<file path="src/rtl/spu_mulred_arb.sv">
// Arbiter/sequencer for the shared SPU multiply-reduce engine: queues start
// requests, grants round-robin between exp and mamul, and tracks each op.
module spu_mulred_arb #(
  parameter int TMO_W   = 10,
  parameter int TMO_MAX = 1023
) (
  input  logic       rclk,
  input  logic       reset,
  input  logic       se,
  input  logic       spu_maexp_start_mulred_aequb,
  input  logic       spu_maexp_start_mulred_anoteqb,
  input  logic       spu_mamul_start_mulred,
  input  logic       spu_mared_red_done,
  input  logic       spu_mactl_kill_op,
  output logic       spu_mulred_start,
  output logic       spu_mulred_aequb_sel,
  output logic [1:0] spu_mulred_owner,
  output logic       spu_mulred_busy,
  output logic       spu_mulred_exp_done,
  output logic       spu_mulred_mul_done,
  output logic       spu_mulred_abort,
  output logic       spu_mulred_tmo_err,
  output logic       spu_mulred_ovf_err
);

  typedef enum logic [1:0] {
    ST_IDLE   = 2'd0,
    ST_LAUNCH = 2'd1,
    ST_BUSY   = 2'd2,
    ST_DONE   = 2'd3
  } state_e;

  localparam logic [1:0] OWN_NONE = 2'b00;
  localparam logic [1:0] OWN_AEQ  = 2'b01;
  localparam logic [1:0] OWN_ANE  = 2'b10;
  localparam logic [1:0] OWN_MUL  = 2'b11;

  localparam logic [TMO_W-1:0] TMO_LIM = TMO_W'(TMO_MAX);

  state_e           state_q, state_d;
  logic [1:0]       owner_q, owner_d;
  logic             pa_q, pa_d;
  logic             pn_q, pn_d;
  logic             pm_q, pm_d;
  logic             last_cls_q, last_cls_d;  // 1: mamul granted last
  logic [TMO_W-1:0] cnt_q, cnt_d;
  logic             abort_q, abort_d;
  logic             tmo_err_q, tmo_err_d;
  logic             ovf_err_q, ovf_err_d;

  logic             exp_pend;
  logic             grant_vld;
  logic             pick_mul;
  logic [1:0]       grant_owner;
  logic             take_a, take_n, take_m;
  logic [TMO_W-1:0] cnt_inc;
  logic             kill;

  // Scan enable only reaches the flops in the physical netlist.
  logic unused_se;
  assign unused_se = se;

  assign kill = spu_mactl_kill_op;

  // Grant selection: exp class (anoteqb over aequb) round-robins against mamul.
  always_comb begin
    exp_pend    = pa_q | pn_q;
    grant_vld   = (state_q == ST_IDLE) && (exp_pend || pm_q) && !kill;
    pick_mul    = pm_q && (!exp_pend || !last_cls_q);
    grant_owner = pick_mul ? OWN_MUL : (pn_q ? OWN_ANE : OWN_AEQ);
    take_a      = grant_vld && (grant_owner == OWN_AEQ);
    take_n      = grant_vld && (grant_owner == OWN_ANE);
    take_m      = grant_vld && (grant_owner == OWN_MUL);
    cnt_inc     = cnt_q + TMO_W'(1);
  end

  // State register
  always_ff @(posedge rclk) begin
    if (reset) begin
      state_q    <= ST_IDLE;
      owner_q    <= OWN_NONE;
      pa_q       <= 1'b0;
      pn_q       <= 1'b0;
      pm_q       <= 1'b0;
      last_cls_q <= 1'b1;
      cnt_q      <= '0;
      abort_q    <= 1'b0;
      tmo_err_q  <= 1'b0;
      ovf_err_q  <= 1'b0;
    end else begin
      state_q    <= state_d;
      owner_q    <= owner_d;
      pa_q       <= pa_d;
      pn_q       <= pn_d;
      pm_q       <= pm_d;
      last_cls_q <= last_cls_d;
      cnt_q      <= cnt_d;
      abort_q    <= abort_d;
      tmo_err_q  <= tmo_err_d;
      ovf_err_q  <= ovf_err_d;
    end
  end

  // Next-state logic
  always_comb begin
    state_d    = state_q;
    owner_d    = owner_q;
    last_cls_d = last_cls_q;
    cnt_d      = cnt_q;
    abort_d    = 1'b0;
    tmo_err_d  = tmo_err_q;

    // A new pulse beats consumption of its own flop; kill beats everything.
    pa_d = kill ? 1'b0 : (spu_maexp_start_mulred_aequb   | (pa_q & ~take_a));
    pn_d = kill ? 1'b0 : (spu_maexp_start_mulred_anoteqb | (pn_q & ~take_n));
    pm_d = kill ? 1'b0 : (spu_mamul_start_mulred         | (pm_q & ~take_m));

    ovf_err_d = ovf_err_q |
                (!kill && ((spu_maexp_start_mulred_aequb   && pa_q && !take_a) ||
                           (spu_maexp_start_mulred_anoteqb && pn_q && !take_n) ||
                           (spu_mamul_start_mulred         && pm_q && !take_m)));

    unique case (state_q)
      ST_IDLE: begin
        if (grant_vld) begin
          state_d    = ST_LAUNCH;
          owner_d    = grant_owner;
          last_cls_d = pick_mul;
        end
      end
      ST_LAUNCH: begin
        cnt_d = '0;
        if (kill) begin
          state_d = ST_IDLE;
          owner_d = OWN_NONE;
          abort_d = 1'b1;
        end else begin
          state_d = ST_BUSY;
        end
      end
      ST_BUSY: begin
        cnt_d = cnt_inc;
        if (kill) begin
          state_d = ST_IDLE;
          owner_d = OWN_NONE;
          abort_d = 1'b1;
        end else if (spu_mared_red_done) begin
          state_d = ST_DONE;
        end else if (cnt_inc == TMO_LIM) begin
          state_d   = ST_IDLE;
          owner_d   = OWN_NONE;
          abort_d   = 1'b1;
          tmo_err_d = 1'b1;
        end
      end
      ST_DONE: begin
        state_d = ST_IDLE;
        owner_d = OWN_NONE;
      end
      default: begin
        state_d = ST_IDLE;
        owner_d = OWN_NONE;
      end
    endcase
  end

  // Output decode from registered state only
  always_comb begin
    spu_mulred_start     = (state_q == ST_LAUNCH);
    spu_mulred_aequb_sel = (state_q == ST_LAUNCH) && (owner_q == OWN_AEQ);
    spu_mulred_owner     = owner_q;
    spu_mulred_busy      = (state_q != ST_IDLE);
    spu_mulred_exp_done  = (state_q == ST_DONE) &&
                           ((owner_q == OWN_AEQ) || (owner_q == OWN_ANE));
    spu_mulred_mul_done  = (state_q == ST_DONE) && (owner_q == OWN_MUL);
    spu_mulred_abort     = abort_q;
    spu_mulred_tmo_err   = tmo_err_q;
    spu_mulred_ovf_err   = ovf_err_q;
  end

endmodule

</file>
<file path="config.mk">
export PLATFORM = sky130hd
export DESIGN_NAME = spu_mulred_arb
export DESIGN_NICKNAME = d
export VERILOG_FILES = /design/src/rtl/spu_mulred_arb.sv
export SDC_FILE = /design/constraint.sdc
export NUM_CORES = 1
export LEC_CHECK = 0
export BUFFER_PORTS_ARGS = -buffer_cell sky130_fd_sc_hd__buf_2
export CORE_UTILIZATION = 45
export CTS_CLUSTER_SIZE = 14
export DETAILED_ROUTE_END_ITERATION = 8
export GPL_ROUTABILITY_DRIVEN = 0
export SLEW_MARGIN = 10
export SYNTH_ARGS = -nofsm -noshare
export SYNTH_HDL_FRONTEND = slang
export SYNTH_SLANG_ARGS = --single-unit
</file>
<file path="constraint.sdc">
create_clock -name rclk -period 3.7 [get_ports rclk]
set_input_delay 0.37 -clock rclk [delete_from_list [all_inputs] [get_ports rclk]]
set_output_delay 0.37 -clock rclk [all_outputs]
set_load 0.02 [all_outputs]
</file>
* After elaboration in Yosys (flattened, before gate mapping)
Index checks and enable logic that the tools add are counted.
** Storage, ports and cells
- Flip-flop bits (word level) :: 21
- Bits of input ports :: 8
- Output and inout bits :: 10
** Operators by class
- $add $sub $neg :: 1
- Equality and inequality tests :: 15
- Muxes and demuxes :: 19
- Bitwise operators :: 13
- Reduce and logical (&&, ||, !) cells :: 35
** Operators by type and width (number)
- 2-bit 2-to-1 mux :: 11
- 10-bit one-hot mux with 2 select lines :: 1
- 1-bit logical AND :: 16
- 2-bit one-hot mux with 4 select lines :: 2
- 2-bit == test, second input constant :: 6
- 10-bit by 1-bit adder with 10-bit output, second input constant :: 1
- 10-bit == test, second input constant :: 1
- 4-bit AND reduction :: 2
- 2-bit by 1-bit == test with 1-bit output, second input constant :: 3
- 1-bit zero test :: 6
- 3-bit inequality test, second input constant :: 2
- 1-bit logical OR :: 5
- 1-bit inverter :: 5
- 1-bit OR :: 5
- 1-bit 2-to-1 mux :: 4
- 2-bit inequality test, second input constant :: 2
- 4-bit inequality test, second input constant :: 1
- 2-bit AND reduction :: 2
- 2-bit nonzero test :: 2
- 1-bit AND :: 3
- 2-bit zero test :: 1
- 1-bit one-hot mux with 2 select lines :: 1
- 2-bit OR reduction :: 1

* Depth between registers and ports, before layout
Gate-level depths: netlist of the first run.
- Word-level depth :: 13
- Depth in mapped cells :: 8

* Worst setup path after synthesis of the first run
Ideal clock, no wire load.
- Kind :: register to register
- From :: register state_q[1]
- To :: register state_q[0]
- Library setup time :: 0.135 ns
- Data arrival time :: 1.690 ns
- Data required time :: 3.565 ns
- Path slack :: 1.875 ns
- Cell stages (with the launch flop) :: 8
- Clock period less this slack :: 1.825 ns
- Cells stage by stage :: dfxtp_1 inv_1 ha_1 or4b_4 nand2_2 mux2_1 o2111ai_1 a21oi_1
** Between the ends
- Cells in the longest elaborated chain, start to end :: 5
** RTL lines
- start: declaration :: RTL line 40 : state_e state_q, state_d;
- start signal: assignment :: RTL line 91 : state_q <= state_d;
- 2-bit zero test :: RTL line 68, 123
- 1-bit logical AND (2 in series) :: RTL line 68 : grant_vld = (state_q == ST_IDLE) && (exp_pend || pm_q) && !kill;
- 2-bit inequality test (no line)
- 2-bit AND reduction (no line)
Parallel ways exist; a longest one is shown, timed or not.
A chain may end at the register's enable or synchronous reset.

* Final worst setup path of the first run
- From :: register state_q[0]
- To :: register state_q[0]
Same word-level chain as after synthesis.

==> results of run 1 <==
[kinds of logic (layout without fill, tap and decap cells)]
| group | Yosys count | after routing |
|---|---|---|
| multiplexers | 4 | 4 |
| AO/OA/AOI/OAI | 51 | 51 |
| AND/OR/NAND/NOR | 79 | 79 |
| buffers and inverters | 19 | 31 |
| adder cells (fa/ha/maj) | 9 | 9 |
| flip-flops | 21 | 21 |
| XOR/XNOR | 2 | 2 |
[cells in the mapped netlist, drive strengths merged (2+ instances only)]
| cell | n | area share |
|---|---|---|
| a21o | 2 | 0.010 |
| a21oi | 17 | 0.058 |
| a221oi | 2 | 0.020 |
| a31oi | 5 | 0.021 |
| and2 | 3 | 0.013 |
| buf | 6 | 0.031 |
| clkbuf | 2 | 0.0051 |
| dfxtp | 21 | 0.28 |
| ha | 9 | 0.076 |
| inv | 11 | 0.028 |
| mux2i | 3 | 0.020 |
| nand2 | 20 | 0.054 |
| nand2b | 3 | 0.013 |
| nand3 | 8 | 0.027 |
| nand4 | 2 | 0.0085 |
| nor2 | 16 | 0.041 |
| nor2b | 4 | 0.017 |
| nor3 | 6 | 0.020 |
| nor4 | 6 | 0.030 |
| o211ai | 3 | 0.019 |
| o21a | 2 | 0.010 |
| o21ai | 10 | 0.034 |
| o31ai | 2 | 0.010 |
| or3 | 2 | 0.0085 |
| or4 | 3 | 0.015 |
[final cells by class]
class,count,area [sq um],share of cell area
clock buffers,3,22.52,0.01420
clock inverters,1,5.005,0.003155
inverters,11,41.29,0.02603
multi-input cells,145,962.2,0.6065
flip-flops and latches,21,420.4,0.2650
well taps,44,55.05,0.03470
repair buffers,16,80.08,0.05047
[per-layer routing]
| metal | vias up | wire [um] |
|---|---|---|
| met1 | 661 | 1428 |
| met3 | 4 | 129 |
| li1 | 693 | - |
| met5 | - | 0 |
| met2 | 39 | 1711 |
| met4 | 0 | 37 |
[power breakdown]
group          total, mW  leakage, nW  switching [mW]  internal, mW
Sequential         0.242        0.170         0.00861         0.234
Clock              0.112       0.0177          0.0719        0.0404
Combinational      0.110        0.398          0.0685        0.0412
Total              0.464        0.586           0.149         0.315
[placed cells by master, fill, tap and decap left out, types with 2 or more instances in the layout]
cell and instances:
and2_1 3, nand2_1 18, nor2_1 16, dfxtp_1 21
nand2b_1 3, o21a_1 2, o31ai_1 2, clkbuf_4 3
or4_1 3, nand3_1 8, o21ai_0 9, a31oi_1 5
a221oi_2 2, nor2b_1 4, o211ai_1 2, inv_1 11
nand2_2 2, nor3_1 6, or3_1 2, buf_2 16
nor4_1 5, a21oi_1 17, nand4_1 2, mux2i_1 3
a21o_1 2, ha_1 9
[state kept, by name, summed over array words and instances, names as in the netlist]
signal / flops
last_cls_q: 1
pa_q: 1
spu_mulred_ovf_err: 1
pn_q: 1
spu_mulred_owner: 2
spu_mulred_tmo_err: 1
pm_q: 1
spu_mulred_abort: 1
state_q: 2
cnt_q: 10
[stage by stage]
step | hold WS [ns] | power (mW) | instances | worst slack, ns | util
after floorplan | 0.4790 | 0.3269 | 185 | 1.875 | -
final | 0.3278 | 0.4644 | 241 | 1.634 | 0.5154
after CTS | 0.3141 | 0.4735 | 241 | 1.660 | 0.5154
after global placement | 0.4345 | 0.3539 | 237 | 1.682 | 0.5065
after global routing | 0.3677 | 0.4945 | 241 | 1.512 | 0.5154
after detailed placement | 0.4465 | 0.3566 | 237 | 1.680 | 0.5065
[critical path, delay by kind of cell (launching register included)]
kind | cells | cell delay (ns)
compound gates | 3 | 0.34
fa+ha+maj | 1 | 0.44
buf+inv | 1 | 0.12
flops | 1 | 0.37
simple gates | 2 | 0.69
[worst max-delay path by stage]
stage,start,to,slack (ns),cells past startpoint
2_1_floorplan,state_q[1],state_q[0],1.88,7
3_5_place_dp,state_q[0],state_q[0],1.68,7
6_report,state_q[0],state_q[0],1.63,7
5_1_grt,state_q[0],state_q[0],1.51,7
3_3_place_gp,state_q[0],state_q[0],1.68,7
4_1_cts,state_q[0],state_q[0],1.66,7
==> qor.txt, run 1 <==
Primary FF master, synth -> dfxtp_1
Number of buffers created by CTS -> 3
Final worst path period share -> 0.5584
Vias per inst -> 5.797
R2r startpoint -> state_q[0]
Syn nets -> 202
Max Clk Rate -> 484.0 MHz
CTS H-tree lvls -> 1
Syn Inst Count -> 185
DIE WIDTH -> 59.31 um
Compound-Gate Fraction of Synth Area -> 0.2345
Root buffer cell -> clkbuf_4
IO Pins -> 18
Met1 Usage GRT -> 0.2289
Max-Cap Viols -> 0
XOR/XNOR Fraction of Synth Area -> 0.02456
Initial Util -> 0.4801
Total grt overflow -> 0
Ys async rst share -> 0
Largest net degree at the start of global routing -> 23
Clk_skew -> 0.01418 ns
Met3 usage -> 0.04148
Hold buffer count at cts -> 0
Status -> complete, no violations
Wire per inst -> 13.72 um
Worst r2r dst -> state_q[0]
Hold worst-path end -> pa_q
Reg2reg path depth -> 7
Die Area -> 3517 sq um
Mux share of post-synthesis cell area -> 0.02794
Final instance area -> 1587 sq um
DPL Wire Length -> 2449 um
YS warnings -> 0
Row count -> 20
Post-CTS sizing -> 0
Critical Path Fanout Max -> 11
Post-CTS setup buffer count -> 0
VDD IR max -> 193.0 uV
Fillers -> 315
CP required -> 3.90 ns
IO Port Bufs -> 16
Final Hold Fails -> 0
Sink Count -> 21
DRC Markers -> 0
Slew Viols, Final -> 0
GR peak layer -> met2
Minimum clock period -> 2.066 ns
Number of synthesized flops with an enable pin -> 0
Vias in the first global route -> 1277
Initial antenna violation count -> 0
Crit-path cells -> inv_1 > ha_1 > nand2b_1 > or3_1 > o21bai_1 > o2111ai_1 > a21oi_1
Placed cell area -> 1559 sq um
DR iter-0 viols -> 80
ANT cells -> 0
Kind of critical path -> reg -> reg
Post-Synthesis Cell Area -> 1478 sq um
Crit-path max cell delay -> 0.44 ns
Syn-to-layout area delta -> 7.367%
First-pass GRT wire length -> 5533 um
Final WL -> 3306 um
Die H -> 59.31 um
Arr. time, crit path -> 2.26 ns
Clock Latency Late Sink -> 0.31 ns
Clk slew on worst S/H paths -> 0.13 ns
Via count -> 1397
WHS Path Cells -> 3
Antenna viol nets, final -> 0
Worst path slowest cell -> ha_1
Worst reg2reg setup slack -> 1.63 ns
Slew margin rel. -> 0.6972
Pwr per Cell Area -> 292.7 nW/um^2
CP Launch Type -> flip-flop
Synth Area in Simple Gates -> 0.2879
Static Leak -> 0.5857 nW
Adder-cell share of the synthesized area -> 0.07621
Crit end category -> flip-flop
Final TNS setup -> 0 ns
First drt pass iteration count -> 4
Met2 Usage GRT -> 0.3868
Setup-failing EPs final -> 0
Layout cells sized above 1 -> 0.1675
Core area -> 3078 sq um
Total track usage -> 0.2059
Synthesis-stage register bit count -> 21
Min-Delay Path Class -> in -> reg
CTS Buffer Depth -> 2
Largest family of logic cells by synthesized area -> simple AND/OR/NAND/NOR gates
RSZ-0062 raised after global routing -> no
Fin nets -> 215
Mean post-synth cell area -> 7.987 sq um
Netlist cell types -> 50
Measured slew at the worst slew-check pin -> 0.4501 ns
Post-synthesis sequential area ratio -> 0.2845
CTS tree -> done
Hold_sp -> spu_maexp_start_mulred_aequb
No activity file was read; power rests on OpenSTA's default activity.
==> run 2: changes to the inputs <==
--- a/config.mk
+++ b/config.mk
@@ -10,6 +10,7 @@
 export CTS_CLUSTER_SIZE = 14
 export DETAILED_ROUTE_END_ITERATION = 8
 export GPL_ROUTABILITY_DRIVEN = 0
+export PLACE_DENSITY = 0.67
 export SLEW_MARGIN = 10
 export SYNTH_ARGS = -nofsm -noshare
 export SYNTH_HDL_FRONTEND = slang
==> constraint.sdc (replaced) <==
create_clock -name rclk -period 1.8 [get_ports rclk]
set_input_delay 0.18 -clock rclk [delete_from_list [all_inputs] [get_ports rclk]]
set_output_delay 0.18 -clock rclk [all_outputs]
set_load 0.02 [all_outputs]
==> qor.txt, run 2 (same netlist as run 1, synthesis figures left out) <==
Status -> complete, no violations
Vias per inst -> 5.555 (-4.2%)
Static Leak -> 0.6972 nW (+19%)
Initial antenna violation count -> 0 (unchanged)
Clock Latency Late Sink -> 0.31 ns (about the same)
CP required -> 2.06 ns (-1.84 ns)
DPL Wire Length -> 2649 um (+8.2%)
DIE WIDTH -> 59.31 um (unchanged)
Multi-input combinational cell area -> 1018 sq um (+5.9%)
Measured slew at the worst slew-check pin -> 0.4416 ns (-0.008523 ns)
Max-Cap Viols -> 0 (unchanged)
Max Clk Rate -> 572.5 MHz (+18%)
CTS H-tree lvls -> 1 (unchanged)
Row count -> 20 (unchanged)
Cells after DPL -> 258 (+8.9%)
IO Port Bufs -> 16 (unchanged)
Die H -> 59.31 um (unchanged)
Crit path max-delay family -> simple AND/OR/NAND/NOR gates
Most common cell after layout, fill and taps aside -> buf_4
Worst path slowest cell -> or4_1
Internal power -> 693.4 uW (+120%)
Total track usage -> 0.2227 (+0.01678)
Min-Delay Path Class -> in -> reg
Sequential fraction of design power -> 0.484 (-0.038)
Reg2reg path depth -> 7 (unchanged)
Die Area -> 3517 sq um (unchanged)
Largest net degree at the start of global routing -> 23 (unchanged)
Final worst path period share -> 0.9705 (+0.4120)
Most frequent cells in the layout -> buf_4, nand2_1, dfxtp_1, a21oi_1
Non-filler instance count after layout -> 263 (+9.1%)
Via count -> 1461 (+4.6%)
RSZ-0062 raised after global routing -> yes
Vias in the first global route -> 1359 (+6.4%)
Core area -> 3078 sq um (unchanged)
CTS Buffer Depth -> 2 (unchanged)
Slew margin rel. -> 0.7056 (+0.008449)
R2r startpoint -> state_q[1]
Crit end category -> flip-flop
Reg with most FFs -> cnt_q
Reg area -> 424.2 sq um (+0.89%)
Crit-path max cell delay -> 0.47 ns (+0.03 ns)
Root buffer cell -> clkbuf_4
Arr. time, crit path -> 2.01 ns (-0.25 ns)
IO Pins -> 18 (unchanged)
Switching Share -> 0.3217 (+0.0009261)
Final Hold Fails -> 0 (unchanged)
ANT cells -> 0 (unchanged)
Worst reg2reg setup slack -> 0.05 ns (-1.58 ns)
Psw -> 328.8 uW (+120%)
Worst r2r dst -> state_q[1]
Antenna viol nets, final -> 0 (unchanged)
Clk slew on worst S/H paths -> 0.13 ns (about the same)
First drt pass iteration count -> 4 (unchanged)
Fillers -> 304 (-3.5%)
Logic pwr share -> 0.280 (+0.044)
Hold worst-path end -> pm_q
DR iter-0 viols -> 56 (-30%)
Final TNS setup -> 0 ns (unchanged)
Hold buffer count at cts -> 0 (unchanged)
First-pass GRT wire length -> 6016 um (+8.7%)
Slew Viols, Final -> 0 (unchanged)
WHS Path Cells -> 3 (unchanged)
Pwr per Cell Area -> 563.8 nW/um^2 (+93%)
Wire per inst -> 13.50 um (-1.6%)
Total grt overflow -> 0 (unchanged)
Final WL -> 3550 um (+7.4%)
Critical path startpoint -> state_q[1]
CTS tree -> done
WP buf/inv -> 1 (unchanged)
Fin nets -> 237 (+10%)
VDD IR max -> 337.6 uV (+75%)
Clk_skew -> 0.007458 ns (-0.006725 ns)
Minimum clock period -> 1.747 ns (-0.3194 ns)
Setup-failing EPs final -> 0 (unchanged)
Kind of critical path -> reg -> reg
Number of buffers created by CTS -> 3 (unchanged)
Layout cells sized above 1 -> 0.2922 (+0.1247)
DRC Markers -> 0 (unchanged)
Critical Path Fanout Max -> 5 (-6)
Clock Power Share -> 0.235 (-0.007)
Hold_sp -> spu_mamul_start_mulred
Largest register FFs -> 10 (unchanged)
Crit-path cells -> buf_4 > ha_2 > a21oi_1 > or4_1 > nor3_1 > a221oi_2 > nand2_1
Sink Count -> 21 (unchanged)
Initial Util -> 0.4801 (unchanged)
Syn-to-layout area delta -> 22.69%
CP Launch Type -> flip-flop
## run 2: metal layers
metal | wire, um | vias to the layer above | track usage
li1 | - | 740 | -
met1 | 1754 | 679 | 0.2984
met2 | 1645 | 40 | 0.3692
met3 | 131 | 2 | 0.02183
met4 | 19 | 0 | 0.08163
met5 | 0 | - | 0
## run 2: repair_timing
action                     in CTS  in global routing
setup buffers                   0                  1
pin swaps                       0                  2
gates resized for setup         1                 12
setup endpoints to repair       1                  6
## run 2: worst min-delay path: cells and delay by family
kind / cells / cell delay, ns
buf+inv: 1 / 0.09
simple gates: 1 / 0.11
compound gates: 1 / 0.04
## run 2: worst max-delay path by stage
stage,to,slack [ns],depth (start not counted)
finish,state_q[1],0.05,7
global route,spu_mulred_owner[0],-0.03,6
CTS,spu_mulred_owner[0],0.0009,7
detailed placement,spu_mulred_owner[0],0.02,7
global placement,spu_mulred_owner[0],0.04,7
floorplan,state_q[0],0.02,7
## run 2: final cells by class
class,instances,area share
Multi-Input combinational cell,145,0.5618
Sequential cell,21,0.2340
Timing Repair Buffer,38,0.1353
Tap cell,44,0.03037
Inverter,11,0.02415
Clock buffer,4,0.01449
## run 2: per-stage QoR
| step | util | setup slack (ns) | hold slack (ns) | power [mW] | cell area (sq um) |
|---|---|---|---|---|---|
| CTS | 0.5703 | 0.0008626 | 0.1316 | 1.012 | 1755 |
| finish | 0.5890 | 0.05318 | 0.1422 | 1.022 | 1813 |
| global placement | 0.5618 | 0.04194 | 0.4301 | 0.7575 | 1729 |
| detailed placement | 0.5618 | 0.01509 | 0.4400 | 0.7668 | 1729 |
| global route | 0.5890 | -0.02841 | 0.1273 | 1.081 | 1813 |
| floorplan | - | 0.02380 | 0.3474 | 0.6811 | 1490 |
## run 2: power groups by stage
stage          Combinational, mW  Sequential [mW]  Clock (mW)
3_3_place_gp               0.255            0.502           0
3_5_place_dp               0.263            0.503           0
6_report                   0.287            0.495       0.240
2_1_floorplan              0.167            0.514           0
4_1_cts                    0.265            0.493       0.253
5_1_grt                    0.316            0.498       0.267
==> run 3: changes to the inputs <==
--- a/config.mk
+++ b/config.mk
@@ -10,6 +10,7 @@
 export CTS_CLUSTER_SIZE = 14
 export DETAILED_ROUTE_END_ITERATION = 8
 export GPL_ROUTABILITY_DRIVEN = 0
+export GPL_TIMING_DRIVEN = 0
 export PLACE_DENSITY = 0.67
 export SLEW_MARGIN = 10
 export SYNTH_ARGS = -nofsm -noshare
==> qor.txt, run 3 (same netlist as run 1, synthesis figures left out) <==
Status -> complete, no violations
Clk slew on worst S/H paths -> 0.13 ns (about the same)
CP required -> 2.06 ns (about the same)
Final worst path period share -> 0.9898 (+0.01935)
Worst path slowest cell -> or4_1
Vias in the first global route -> 1294 (-4.8%)
VDD IR max -> 317.7 uV (-5.9%)
Max Clk Rate -> 561.3 MHz (-2.0%)
DR iter-0 viols -> 68 (+21%)
Hold_sp -> spu_mamul_start_mulred
Core area -> 3078 sq um (unchanged)
Min-Delay Path Class -> in -> reg
Vias per inst -> 5.789 (+4.2%)
IO Pins -> 18 (unchanged)
Die H -> 59.31 um (unchanged)
DRC Markers -> 0 (unchanged)
Worst hold slack -> 0.1332 ns (-0.008964 ns)
Kind of critical path -> reg -> reg
Crit-path cells -> inv_4 > ha_1 > buf_4 > a21oi_4 > or4_1 > nor4_2 > mux2i_1 > nand2_1
Total track usage -> 0.2183 (-0.004383)
Antenna viol nets, final -> 0 (unchanged)
Sink Count -> 21 (unchanged)
IO Port Bufs -> 16 (unchanged)
Final Hold Fails -> 0 (unchanged)
Via count -> 1482 (+1.4%)
Clock Latency Late Sink -> 0.31 ns (about the same)
ANT cells -> 0 (unchanged)
Clk_skew -> 0.009159 ns (+0.001701 ns)
Most frequent cells in the layout -> dfxtp_1, nand2_1, nor2_1, a21oi_1, buf_2
Setup-failing EPs final -> 0 (unchanged)
Layout cells sized above 1 -> 0.2877 (-0.004502)
Largest register FFs -> 10 (unchanged)
CTS tree -> done
First-pass GRT wire length -> 5754 um (-4.4%)
Fin nets -> 230 (-3.0%)
DP Worst Slack -> -0.2481 ns (-0.2632 ns)
CTS Buffer Depth -> 2 (unchanged)
Setup ws final -> 0.01834 ns (-0.03484 ns)
Static Leak -> 0.6660 nW (-4.5%)
Reg with most FFs -> cnt_q
Final TNS setup -> 0 ns (unchanged)
Arr. time, crit path -> 2.05 ns (+0.04 ns)
Measured slew at the worst slew-check pin -> 0.5920 ns (+0.1504 ns)
Non-filler instance count after layout -> 256 (-2.7%)
Final WL -> 3721 um (+4.8%)
Slew Viols, Final -> 0 (unchanged)
R2r startpoint -> state_q[0]
Most common cell after layout, fill and taps aside -> dfxtp_1
Hold buffer count at cts -> 0 (unchanged)
Max-Cap Viols -> 0 (unchanged)
Cells after DPL -> 245 (-5.0%)
Root buffer cell -> clkbuf_4
CTS H-tree lvls -> 1 (unchanged)
Number of buffers created by CTS -> 3 (unchanged)
Slew margin rel. -> 0.6053 (-0.1003)
Initial Util -> 0.4801 (unchanged)
Critical path startpoint -> state_q[0]
Initial antenna violation count -> 0 (unchanged)
Largest net degree at the start of global routing -> 12 (-48%)
Critical Path Fanout Max -> 10 (+5)
Die Area -> 3517 sq um (unchanged)
DPL Wire Length -> 2492 um (-5.9%)
CP Launch Type -> flip-flop
Wire per inst -> 14.54 um (+7.7%)
Total grt overflow -> 0 (unchanged)
DIE WIDTH -> 59.31 um (unchanged)
Row count -> 20 (unchanged)
RSZ-0062 raised after global routing -> yes
First drt pass iteration count -> 4 (unchanged)
Crit end category -> flip-flop
Minimum clock period -> 1.782 ns (+0.03484 ns)
Crit-path max cell delay -> 0.49 ns (+0.02 ns)
Syn-to-layout area delta -> 23.54%
Pwr per Cell Area -> 573.9 nW/um^2 (+1.8%)
run 3: layer usage:
| metal | track usage | wire (um) | up-vias |
|---|---|---|---|
| met5 | 0 | 0 | - |
| met1 | 0.3046 | 1718 | 695 |
| met4 | 0.09864 | 62 | 0 |
| li1 | - | - | 727 |
| met2 | 0.3403 | 1732 | 52 |
| met3 | 0.01965 | 208 | 8 |
run 3: where the power goes:
group | switching, mW | total, mW | leakage [nW] | internal, mW
clock | 0.153 | 0.239 | 0.0150 | 0.0866
sequential | 0.0186 | 0.499 | 0.173 | 0.481
combinational | 0.175 | 0.309 | 0.478 | 0.134
run 3: timing repair:
item	CTS	global route
endpoints found under the setup margin	8	6
buffers inserted	5	2
pin swaps	3	3
endpoints found under the hold margin	0	0
gates resized for setup	15	15
run 3: cell type report:
| type | count | area (sq um) |
|---|---|---|
| Sequential cell | 21 | 430.4 |
| Fill cell | 279 | 1252 |
| Clock buffer | 4 | 26.28 |
| Multi-Input combinational cell | 145 | 1072 |
| Buffer | 8 | 56.30 |
| Timing Repair Buffer | 23 | 136.4 |
| Inverter | 11 | 48.80 |
| Tap cell | 44 | 55.05 |
run 3: worst max-delay path: cells and delay by family (launching register included):
kind            cells  cell delay [ns]
simple gates        3             0.73
flops               1             0.38
buf+inv             2             0.26
fa+ha+maj           1             0.16
mux                 1             0.11
compound gates      1             0.08
run 3: path summary, 6_finish.rpt:
| path | cells past startpoint | slack, ns | endpoint |
|---|---|---|---|
| worst max-delay path | 8 | 0.02 | state_q[1] |
| worst min-delay path | 3 | 0.13 | pm_q |
| worst max register to register | 8 | 0.02 | state_q[1] |
| worst min register to register | 2 | 0.46 | spu_mulred_ovf_err |
run 3: stage by stage:
| step | power, mW | cell area, sq um | util |
|---|---|---|---|
| detailed placement | 0.7478 | 1625 | 0.5280 |
| floorplan | 0.6811 | 1490 | - |
| global route | 1.101 | 1826 | 0.5931 |
| CTS | 1.014 | 1743 | 0.5663 |
| global placement | 0.7378 | 1625 | 0.5280 |
| finish | 1.048 | 1826 | 0.5931 |
